===== src/rtl/lcd_pkg.sv =====
// lcd_pkg: command codes, FSM states and sizing helpers shared by the LCD window controller
package lcd_pkg;

    localparam logic [2:0] CMD_REFLASH = 3'd0;
    localparam logic [2:0] CMD_LOAD    = 3'd1;
    localparam logic [2:0] CMD_RIGHT   = 3'd2;
    localparam logic [2:0] CMD_LEFT    = 3'd3;
    localparam logic [2:0] CMD_UP      = 3'd4;
    localparam logic [2:0] CMD_DOWN    = 3'd5;
    localparam logic [2:0] CMD_HOME    = 3'd6;
    localparam logic [2:0] CMD_MIRROR  = 3'd7;

    typedef enum logic [1:0] {IDLE, LOAD, OUT} state_t;

    // bits needed to hold 0..max_val, never less than one bit
    function automatic int bits_for(input int max_val);
        return (max_val > 0) ? $clog2(max_val + 1) : 1;
    endfunction

    // centred origin along one axis
    function automatic int origin0(input int img, input int win);
        return (img - win + 1) / 2;
    endfunction

endpackage


===== src/rtl/lcd_pix_mem.sv =====
// lcd_pix_mem: single write port, asynchronous read pixel array (no reset)
module lcd_pix_mem #(
    parameter int DW    = 8,
    parameter int DEPTH = 36,
    parameter int AW    = 6
) (
    input  logic          clk,
    input  logic          we,
    input  logic [AW-1:0] waddr,
    input  logic [DW-1:0] wdata,
    input  logic [AW-1:0] raddr,
    output logic [DW-1:0] rdata
);

    logic [DW-1:0] mem [DEPTH];

    // pixel write; storage is left unreset so it maps onto plain memory
    always_ff @(posedge clk) begin
        if (we) mem[waddr] <= wdata;
    end

    assign rdata = mem[raddr];

endmodule


===== src/rtl/lcd_win_ctrl.sv =====
// lcd_win_ctrl: image loader and WIN x WIN window streamer with shift, home and mirror commands
module lcd_win_ctrl
    import lcd_pkg::*;
#(
    parameter int DW    = 8,
    parameter int IMG_W = 6,
    parameter int IMG_H = 6,
    parameter int WIN   = 3
) (
    input  logic          clk,
    input  logic          reset,
    input  logic [DW-1:0] datain,
    input  logic [2:0]    cmd,
    input  logic          cmd_valid,
    output logic [DW-1:0] dataout,
    output logic          output_valid,
    output logic          busy
);

    localparam int N_PIX  = IMG_W * IMG_H;
    localparam int ADDR_W = bits_for(N_PIX - 1);
    localparam int OX_MAX = IMG_W - WIN;
    localparam int OY_MAX = IMG_H - WIN;
    localparam int OX0    = origin0(IMG_W, WIN);
    localparam int OY0    = origin0(IMG_H, WIN);
    localparam int OXW    = bits_for(OX_MAX);
    localparam int OYW    = bits_for(OY_MAX);
    localparam int CW     = bits_for(WIN);

    state_t            state;
    logic [OXW-1:0]    ox, nox, eox;
    logic [OYW-1:0]    oy, noy, eoy;
    logic              mirror, nmir, emir;
    logic [ADDR_W-1:0] k, addr;
    logic [CW-1:0]     r, c, er, ec, nr, nc, col;
    logic [DW-1:0]     mem_rdata, pix;
    logic              accept, load_last, first, done, emit;

    lcd_pix_mem #(.DW(DW), .DEPTH(N_PIX), .AW(ADDR_W)) u_mem (
        .clk   (clk),
        .we    (state == LOAD),
        .waddr (k),
        .wdata (datain),
        .raddr (addr),
        .rdata (mem_rdata)
    );

    // origin and mirror implied by the incoming command, with edge clamping
    always_comb begin
        nox  = ox;
        noy  = oy;
        nmir = mirror;
        case (cmd)
            CMD_LOAD:   begin nox = OXW'(OX0); noy = OYW'(OY0); end
            CMD_RIGHT:  nox = (ox == OXW'(OX_MAX)) ? ox : ox + OXW'(1);
            CMD_LEFT:   nox = (ox == '0) ? ox : ox - OXW'(1);
            CMD_UP:     noy = (oy == '0) ? oy : oy - OYW'(1);
            CMD_DOWN:   noy = (oy == OYW'(OY_MAX)) ? oy : oy + OYW'(1);
            CMD_HOME:   begin nox = '0; noy = '0; end
            CMD_MIRROR: nmir = ~mirror;
            default:    ;
        endcase
    end

    // the first pixel of a burst is emitted on the edge that starts it, using the freshly updated origin
    assign accept    = cmd_valid && !busy;
    assign load_last = (state == LOAD) && (k == ADDR_W'(N_PIX - 1));
    assign first     = (accept && cmd != CMD_LOAD) || load_last;
    assign done      = (state == OUT) && (r == CW'(WIN));
    assign emit      = first || (state == OUT && !done);
    assign er        = first ? '0 : r;
    assign ec        = first ? '0 : c;
    assign eox       = accept ? nox : ox;
    assign eoy       = accept ? noy : oy;
    assign emir      = accept ? nmir : mirror;
    assign col       = emir ? CW'(WIN - 1) - ec : ec;
    assign addr      = (ADDR_W'(eoy) + ADDR_W'(er)) * ADDR_W'(IMG_W) + ADDR_W'(eox) + ADDR_W'(col);
    assign nr        = (ec == CW'(WIN - 1)) ? er + CW'(1) : er;
    assign nc        = (ec == CW'(WIN - 1)) ? '0 : ec + CW'(1);
    // bypass the pixel being written this cycle so a window over the last loaded pixel reads correctly
    assign pix       = (state == LOAD && k == addr) ? datain : mem_rdata;

    // control FSM with registered outputs; origin and mirror commit on acceptance
    always_ff @(posedge clk) begin
        if (reset) begin
            state        <= IDLE;
            busy         <= 1'b0;
            output_valid <= 1'b0;
            dataout      <= '0;
            ox           <= OXW'(OX0);
            oy           <= OYW'(OY0);
            mirror       <= 1'b0;
            k            <= '0;
            r            <= '0;
            c            <= '0;
        end else begin
            if (accept) begin
                ox     <= nox;
                oy     <= noy;
                mirror <= nmir;
                busy   <= 1'b1;
                k      <= '0;
                state  <= (cmd == CMD_LOAD) ? LOAD : OUT;
            end
            if (state == LOAD) k <= k + ADDR_W'(1);
            if (load_last) state <= OUT;
            if (emit) begin
                dataout      <= pix;
                output_valid <= 1'b1;
                r            <= nr;
                c            <= nc;
            end
            if (done) begin
                state        <= IDLE;
                busy         <= 1'b0;
                output_valid <= 1'b0;
            end
        end
    end

endmodule


===== config.mk =====
export PLATFORM = sky130hd
export DESIGN_NAME = lcd_win_ctrl
export DESIGN_NICKNAME = d
export VERILOG_FILES = /design/src/rtl/lcd_pkg.sv /design/src/rtl/lcd_pix_mem.sv /design/src/rtl/lcd_win_ctrl.sv
export SDC_FILE = /design/constraint.sdc
export NUM_CORES = 1
export LEC_CHECK = 0
export CORE_ASPECT_RATIO = 0.8
export CORE_UTILIZATION = 34
export CTS_CLUSTER_SIZE = 16
export DETAILED_ROUTE_END_ITERATION = 16
export DONT_BUFFER_PORTS = 1
export GPL_ROUTABILITY_DRIVEN = 0
export PLACE_DENSITY_LB_ADDON = 0.08
export SLEW_MARGIN = 10
export SYNTH_ARGS = -nofsm -noshare
export SYNTH_HDL_FRONTEND = slang
export SYNTH_SLANG_ARGS = --single-unit
export TNS_END_PERCENT = 30

===== constraint.sdc =====
create_clock -name clk -period 16.4 [get_ports clk]
set_input_delay 3.28 -clock clk [delete_from_list [all_inputs] [get_ports clk]]
set_output_delay 3.28 -clock clk [all_outputs]
set_load 0.1 [all_outputs]

After elaboration in Yosys (flattened, before gate mapping)
Memories as Yosys holds them, arrays and structs flattened. A register that Yosys moved wholly into a read port is not among the register bits. Index checks and enable logic that the tools add are counted.

Flip-flop bits (word level): 19. RAM bits: 288. Bits of input ports: 14. Output and inout bits: 10. Word-level logic and storage cells: 76. Memories kept: 1.

Memory list: u_mem.mem (words 36, width 8, read ports 1, clocked after memory_dff 1, write ports 1, RTL line lcd_pix_mem.sv:15) `logic [DW-1:0] mem [DEPTH];`.

Add/sub/neg operators: 11. Multipliers: 1. Eq/ne operators: 15. Mux-type cells: 22. Bitwise gates (word level): 1. Reductions and logical operators: 15.

Operator list (count): $mux 2 (14); $pmux 2 s4 (2); $add 6x2->6 (2); $eq 3x3->1 const B (4); $mux 6 (2); $eq 2x2->1 const B (5); $add 2x1->2 const B (4); $add 6x1->6 const B (1); $eq 3x2->1 const B (2); $eq 6x6->1 const B (1); $logic_and 1x1->1 (5); $mul 3x2->5 const B (1); $logic_not 2->1 (2); $mux 1 (4); $reduce_bool 2->1 (2); $sub 2x1->2 const B (2); $add 2x2->3 (1); $eq 3x1->1 const B (1); $ne 3x1->1 const B (1); $reduce_or 3->1 (1); $eq 2x1->1 const B (1); $logic_not 1->1 (2); $logic_or 1x1->1 (2); $reduce_or 2->1 (1); other kinds (2) (2).

Depth between registers and ports, before layout
Gate-level depths: netlist of the first run.

Depth in word-level cells: 9. Gate-level depth with buffers: 19. Mapped depth without buffers: 17.

By module
From an unflattened synthesis of the first run, not the netlist that was laid out.

Cell total of the unflattened synthesis: 825. Area total of the unflattened synthesis: 13361.6 um^2.

Modules (own cells, without submodules): lcd_pix_mem (instances 1, cells each 622, area an instance 11553.6 um^2, seq. area each 8648.3 um^2); lcd_win_ctrl (instances 1, cells each 203, area an instance 1808.0 um^2, seq. area each 540.5 um^2).

Least setup slack after synthesis of the first run
Ideal clock, no wire load.

Path kind: in2reg. Start: input cmd[1]. End: register dataout[5] (read register of u_mem.mem). Arrival time: 7.793 ns. Data required time: 16.272 ns. Slack: 8.479 ns. Stages on the path: 18. Buffers on the path: 3. Cell sequence: clkbuf_1 or3b_2 a32oi_1 and2_1 ha_1 inv_1 fa_1 inv_1 ha_1 inv_1 fa_1 xnor2_1 buf_2 buf_2 mux4_2 mux2_2 nand2_1 a31oi_2.

Longest elaborated chain between the ends: 8. Elaborated cells between the ends (all ways): 25.

Ends and longest elaborated chain: start: declaration (RTL line lcd_win_ctrl.sv:13) `input logic [2:0] cmd,`; parallel branches: the longest is 8 deep, another holds $add 6x2->6; end: declaration (RTL line lcd_win_ctrl.sv:15) `output logic [DW-1:0] dataout,`.

Parallel ways; which one is timed is not known. A chain may end at the register's enable or synchronous reset.

Final worst setup path of the first run
Start: input cmd[2]. End: register dataout[6] (read register of u_mem.mem).

The elaborated chain is that of the path after synthesis.

==> flow_metrics.env, run 1 <==
export IMPL_synth_cells=720
export IMPL_overflow=0
export IMPL_synth_cell_type_count=51
export IMPL_antenna_found_initial=3
export IMPL_worst_path_max_fanout=22
export IMPL_num_fill_cells=3358
export IMPL_ir_worst_vdd_mv=0.0667
export IMPL_io_buffers=0
export IMPL_worstPathRequired_ps=16850
export IMPL_num_rows=63
export IMPL_min_path_cells=2
export IMPL_tightestPinTransition_ps=1200
export IMPL_rrSetupSlack_ps=9980
export IMPL_layout_nets=755
export IMPL_hold_path_startpoint="c[0]"
export IMPL_yosysMostFrequentCell="edfxtp_1"
export IMPL_dp_hpwl_um=20500
export IMPL_num_vias=6586
export IMPL_grt_use_total_pct=17.1
export IMPL_netlist_area_mm2=0.0129
export IMPL_p_leak_nw=4.55
export IMPL_drv_cap=0
export IMPL_synth_main_ff_cell="edfxtp_1"
export IMPL_final_hold_viol_count=0
export IMPL_status="finished, final reports clean"
export IMPL_rr_startpoint="busy"
export IMPL_antenna_cells=0
export IMPL_worstRegToRegCells=16
export IMPL_rsz0062_at_grt="false"
export IMPL_die_height_um=176
export IMPL_grt_first_pass_wirelength_um=47000
export IMPL_cts_setup_buffers=0
export IMPL_htreeDepth=2
export IMPL_async_flop_share_pct=0
export IMPL_synth_area_leaders="edfxtp_1 (67%), mux4_2 (13%), dfxtp_1 (4.2%)"
export IMPL_syn_num_nets=749
export IMPL_start_kind="primary input"
export IMPL_viasPerCell=5.33
export IMPL_setup_viol=0
export IMPL_synth_warnings=0
export IMPL_cts_resized=0
export IMPL_grt_pass1_vias=6777
export IMPL_synth_top_area_share_pct=66.8
export IMPL_drt_total_wl_um=31900
export IMPL_reg2reg_to="dataout[6]"
export IMPL_cts_hold_buf=0
export IMPL_grt_max_degree=45
export IMPL_synth_edf_count=288
export IMPL_synth_largest_area_cell="edfxtp_1"
export IMPL_cts_tree="built"
export IMPL_clk_pin_slew_ps=60
export IMPL_synth_seq_cells=315
export IMPL_area_delta_synth_final_pct=11.9
export IMPL_crit_type="primary input to flop"
export IMPL_drtPass1Iterations=5
export IMPL_clock_skew_ps=17.3
export IMPL_wl_per_cell_um=25.8
export IMPL_clockBufferDepth=3
export IMPL_ys_seq_area_share_pct=71.0
export IMPL_worstSkewPairLatency_ps=520
export IMPL_cp_arrival_ps=8620
export IMPL_fin_tns_setup_ps=0
export IMPL_die_area_mm2=0.0388
export IMPL_drive_gt1_share_pct=19.4
export IMPL_cts_buffers=35
export IMPL_max_slew_margin_pct=19.5
export IMPL_finalCritPeriodShare_pct=49.8
export IMPL_syn_avg_cell_area_um2=18.0
export IMPL_remaining_drc_errors=0
export IMPL_dr_first_iter_drc_count=567
export IMPL_drv_slew=0
export IMPL_pin_count=24
export IMPL_max_freq_mhz=123
export IMPL_initial_core_util_pct=34.7
export IMPL_powerDensity_mw_per_mm2=138
export IMPL_cts_sinks=315
export IMPL_synth_top_cells_by_count="edfxtp_1 (288), mux4_2 (76), nor2_1 (61), nand2_1 (54), dfxtp_1 (27)"
export IMPL_period_minus_slack_ps=8160
export IMPL_cp_end_kind="flop"
export IMPL_hold_slack_ps=453
export IMPL_core_area_mm2=0.0373
export IMPL_ctsRootBufferMaster="clkbuf_16"
export IMPL_hold_end="c[0]"
export IMPL_die_w_um=220
export IMPL_p_total_mw=1.99
export IMPL_ant_nets=0
export IMPL_hold_class="flop to flop"
how the worst max path moves through the flow:
| stage | startpoint | end | slack, ps | cells past startpoint |
|---|---|---|---|---|
| 6_report | cmd[2] | dataout[6] | 8240 | 16 |
| 5_1_grt | cmd[2] | dataout[6] | 7830 | 16 |
| 4_1_cts | cmd[2] | dataout[2] | 8250 | 16 |
| 3_5_place_dp | cmd[2] | dataout[6] | 7760 | 16 |
| 3_3_place_gp | cmd[2] | dataout[6] | 7790 | 16 |
| 2_1_floorplan | cmd[1] | dataout[5] | 8480 | 18 |
through the flow:
stage,instances,area [µm²],utilization (%),worst slack [ps]
6_report,1236,14500,38.8,8240
5_1_grt,1236,14500,38.8,7830
4_1_cts,1236,14500,38.8,8250
3_5_place_dp,1176,13400,36.0,7760
3_3_place_gp,1176,13400,36.0,7790
2_1_floorplan,720,12900,-,8480
kinds of logic after synthesis:
logic type | synth area share (%)
AND/OR/NAND/NOR | 5.16
adder cells (fa/ha/maj) | 1.68
XOR/XNOR | 1.23
buffers and inverters | 2.17
AO/OA/AOI/OAI | 4.15
flip-flops | 71.0
multiplexers | 14.6
critical path, stage by stage:
cell	delay (ps)
or3b_2	460
a32oi_1	450
and2_1	300
ha_1	170
inv_1	50
fa_1	550
inv_1	80
ha_1	310
inv_1	60
fa_1	1300
nor2b_1	310
a221oi_1	700
a22oi_1	190
o21ai_0	120
nand2_1	100
a31oi_1	160
layer usage:
| metal | vias up | track usage, % | share of wire [%] |
|---|---|---|---|
| li1 | 2863 | - | - |
| met1 | 3500 | 26.1 | 49 |
| met2 | 184 | 24.6 | 44 |
| met3 | 39 | 3.76 | 5.4 |
| met4 | 0 | 4.43 | 1.7 |
| met5 | - | 0 | 0 |
sequential cells by signal (all words and copies together) (netlist names):
| name | cells |
|---|---|
| u_mem.mem | 288 |
| dataout | 8 |
| k | 6 |
| c | 2 |
| ox | 2 |
| oy | 2 |
| r | 2 |
| state | 2 |
| busy | 1 |
| mirror | 1 |
| output_valid | 1 |
area by class of cell:
type | count | area [µm²] | area share [%]
Inverter | 20 | 75.1 | 0.519
Clock buffer | 44 | 910 | 6.29
Tap cell | 487 | 609 | 4.21
Clock inverter | 16 | 158 | 1.09
Multi-Input combinational cell | 350 | 3500 | 24.2
Sequential cell | 315 | 9190 | 63.5
Timing Repair Buffer | 4 | 30.0 | 0.207
report_power, final:
| part | leakage [nW] | switching, mW | internal, mW |
|---|---|---|---|
| logic | 1.21 | 0.179 | 0.138 |
| clock network | 0.527 | 0.310 | 0.440 |
| registers | 2.81 | 0.0404 | 0.883 |
| total | 4.55 | 0.530 | 1.46 |
placed cells by master (no fill, tap or decap), drive strengths merged, types with 3 or more instances in the layout:
master and n:
clkinv 11, and2 3, xor2 6, mux2 5, nand2 54, mux4 76
nor2b 7, a311oi 3, bufinv 3, a31oi 13, fa 4, buf 4
a221oi 6, a22oi 5, mux2i 12, inv 22, nor2 61, o2111a 3
o21ai 11, xnor2 6, nand2b 3, dfxtp 27, nand3 8, a21oi 19
ha 11, edfxtp 288, nand3b 5, o31ai 8, clkbuf 44
Note: power is estimated with default switching activity, not from simulation.
==> run 2, diff against run 1 <==
==> constraint.sdc (replaced) <==
create_clock -name clk -period 8.28 [get_ports clk]
set_input_delay 1.656 -clock clk [delete_from_list [all_inputs] [get_ports clk]]
set_output_delay 1.656 -clock clk [all_outputs]
set_load 0.1 [all_outputs]
==> run 2 against run 1 <==
Via count shrank 0.99%. Clock-buffer cell count shrank 5. First-iteration DRC count shrank 11%. Non-clock buffer count is the same. Highest routed layer unchanged. Final area grew 0.37%. Sequential power grew 98%. Sequential share of layout area shrank 0.24 points. Die area is the same. Power grew 99%. Setup slack lost 6000 ps. Clock skew shrank 7.5 ps. Sequential cell count is the same.
==> flow_metrics.env, run 2 (synthesized netlist as in run 1, its figures left out) <==
export IMPL_status="finished, final reports clean"
export IMPL_p_int_mw=2.93
export IMPL_drt_total_wl_um=31600
export IMPL_worstRegToRegCells=13
export IMPL_powerDensity_mw_per_mm2=273
export IMPL_largest_reg_flops=288
export IMPL_grt_use_total_pct=17.0
export IMPL_clockBufferDepth=3
export IMPL_start_kind="primary input"
export IMPL_worstPathRequired_ps=8720
export IMPL_power_frac_clock_pct=38.2
export IMPL_viasPerCell=5.27
export IMPL_drv_slew=0
export IMPL_setup_ws_ps=2240
export IMPL_ir_worst_vdd_mv=0.178
export IMPL_hold_path_startpoint="c[0]"
export IMPL_clock_skew_ps=9.85
export IMPL_rr_startpoint="busy"
export IMPL_dp_hpwl_um=20200
export IMPL_fin_cells=1237
export IMPL_worst_path_max_fanout=61
export IMPL_fin_tns_setup_ps=0
export IMPL_crit_buf_inv=0
export IMPL_period_minus_slack_ps=6040
export IMPL_cts_resized=0
export IMPL_seqPwrFrac_pct=46.1
export IMPL_final_common_cell="edfxtp_1"
export IMPL_ctsRootBufferMaster="clkbuf_16"
export IMPL_largest_register="u_mem.mem"
export IMPL_cp_arrival_ps=6480
export IMPL_area_delta_synth_final_pct=12.3
export IMPL_max_slew_margin_pct=30.3
export IMPL_switching_share_pct=26.3
export IMPL_die_area_mm2=0.0388
export IMPL_crit_chain="or3b_2, a32oi_1, nand2_1, ha_1, o21ai_0, fa_1, ha_4, nor2_1, a221oi_1, a22oi_1, o21ai_0, nand2_1, a31oi_1"
export IMPL_clk_pin_slew_ps=60
export IMPL_slowest_stage="ha_4"
export IMPL_hold_end="c[0]"
export IMPL_final_cell_area_mm2=0.0145
export IMPL_dp_cells=1176
export IMPL_top_regs="u_mem.mem: 288 flops, dataout: 8 flops, k: 6 flops"
export IMPL_htreeDepth=2
export IMPL_reg2reg_to="dataout[0]"
export IMPL_overflow=0
export IMPL_dp_slack_ps=1720
export IMPL_die_w_um=220
export IMPL_p_comb_share_pct=15.7
export IMPL_io_buffers=0
export IMPL_final_cell_mix="edfxtp_1 (288), mux4_2 (76), nor2_1 (61)"
export IMPL_p_sw_mw=1.04
export IMPL_dr_first_iter_drc_count=504
export IMPL_min_path_cells=2
export IMPL_cts_setup_buffers=0
export IMPL_p_total_mw=3.97
export IMPL_cts_buffers=35
export IMPL_grt_pass1_vias=6662
export IMPL_die_height_um=176
export IMPL_grt_max_degree=62
export IMPL_cts_sinks=315
export IMPL_crit_path_max_incr_delay_ps=870
export IMPL_p_leak_nw=4.56
export IMPL_initial_core_util_pct=34.7
export IMPL_num_rows=63
export IMPL_antenna_found_initial=0
export IMPL_drv_cap=0
export IMPL_drive_gt1_share_pct=19.9
export IMPL_cp_end_kind="flop"
export IMPL_core_area_mm2=0.0373
export IMPL_crit_type="primary input to flop"
export IMPL_drtPass1Iterations=5
export IMPL_cts_hold_buf=0
export IMPL_pin_count=24
export IMPL_cts_tree="built"
export IMPL_final_hold_viol_count=0
export IMPL_worstSkewPairLatency_ps=520
export IMPL_critical_path_top_delay_family="compound AO/OA/AOI/OAI gates"
export IMPL_finalCritPeriodShare_pct=72.9
export IMPL_num_vias=6521
export IMPL_antenna_cells=0
export IMPL_wl_per_cell_um=25.6
export IMPL_tightestPinTransition_ps=1040
export IMPL_setup_viol=0
export IMPL_ant_nets=0
export IMPL_post_dp_cell_area_mm2=0.0134
export IMPL_rrSetupSlack_ps=2360
export IMPL_rsz0062_at_grt="false"
export IMPL_grt_first_pass_wirelength_um=46500
export IMPL_remaining_drc_errors=0
export IMPL_layout_nets=755
export IMPL_max_freq_mhz=166
export IMPL_hold_class="flop to flop"
==> run 2: changes by cell type in the layout (fill, tap and decap cells not counted), sizes merged <==
cell and change:
clkinvlp +4, bufinv +1, clkinv +1, clkbuf -5
==> run 2: worst max path at each step <==
stage	startpoint	endpoint	slack [ps]	depth (start not counted)
final	cmd[2]	dataout[0]	2240	13
after global routing	cmd[2]	dataout[2]	1980	16
after CTS	cmd[2]	dataout[5]	2260	16
after detailed placement	cmd[2]	dataout[5]	1720	16
after global placement	cmd[2]	dataout[6]	1810	13
after floorplan	cmd[1]	dataout[5]	1980	18
==> run 2: worst reg2reg max path: stages, from the launching register on <==
cell	delay, ps
dfxtp_1	990
nor2b_1	410
a32oi_1	540
nand2_1	190
ha_1	330
o21ai_0	250
fa_1	500
ha_4	870
nor2_1	460
a221oi_1	730
a22oi_1	190
o21ai_0	130
nand2_1	90
a31oi_1	180
==> run 2: power by group through the flow <==
stage	registers [mW]	logic [mW]	clock network, mW
CTS	1.83	0.632	1.56
global route	1.83	0.670	1.62
global placement	1.86	0.628	0
finish	1.83	0.624	1.52
floorplan	1.86	0.444	0
detailed placement	1.86	0.629	0
==> run 2: layout make-up <==
class / count / area [µm²]
Fill cell: 3354 / 22800
Multi-Input combinational cell: 350 / 3500
Tap cell: 487 / 609
Clock inverter: 22 / 218
Sequential cell: 315 / 9190
Inverter: 20 / 75.1
Timing Repair Buffer: 4 / 42.5
Clock buffer: 39 / 891
==> run 2: per-layer routing <==
| metal | vias to the layer above | track usage, % | part of all wire (%) |
|---|---|---|---|
| li1 | 2865 | - | - |
| met1 | 3467 | 25.8 | 50 |
| met2 | 148 | 25.0 | 44 |
| met3 | 41 | 2.96 | 4.0 |
| met4 | 0 | 4.28 | 1.8 |
| met5 | - | 0 | 0 |
==> run 2: stage by stage <==
stage / util (%) / hold WS (ps)
6_report: 39.0 / 457
4_1_cts: 39.0 / 461
5_1_grt: 39.0 / 479
3_3_place_gp: 36.0 / 438
3_5_place_dp: 36.0 / 453
2_1_floorplan: - / 432
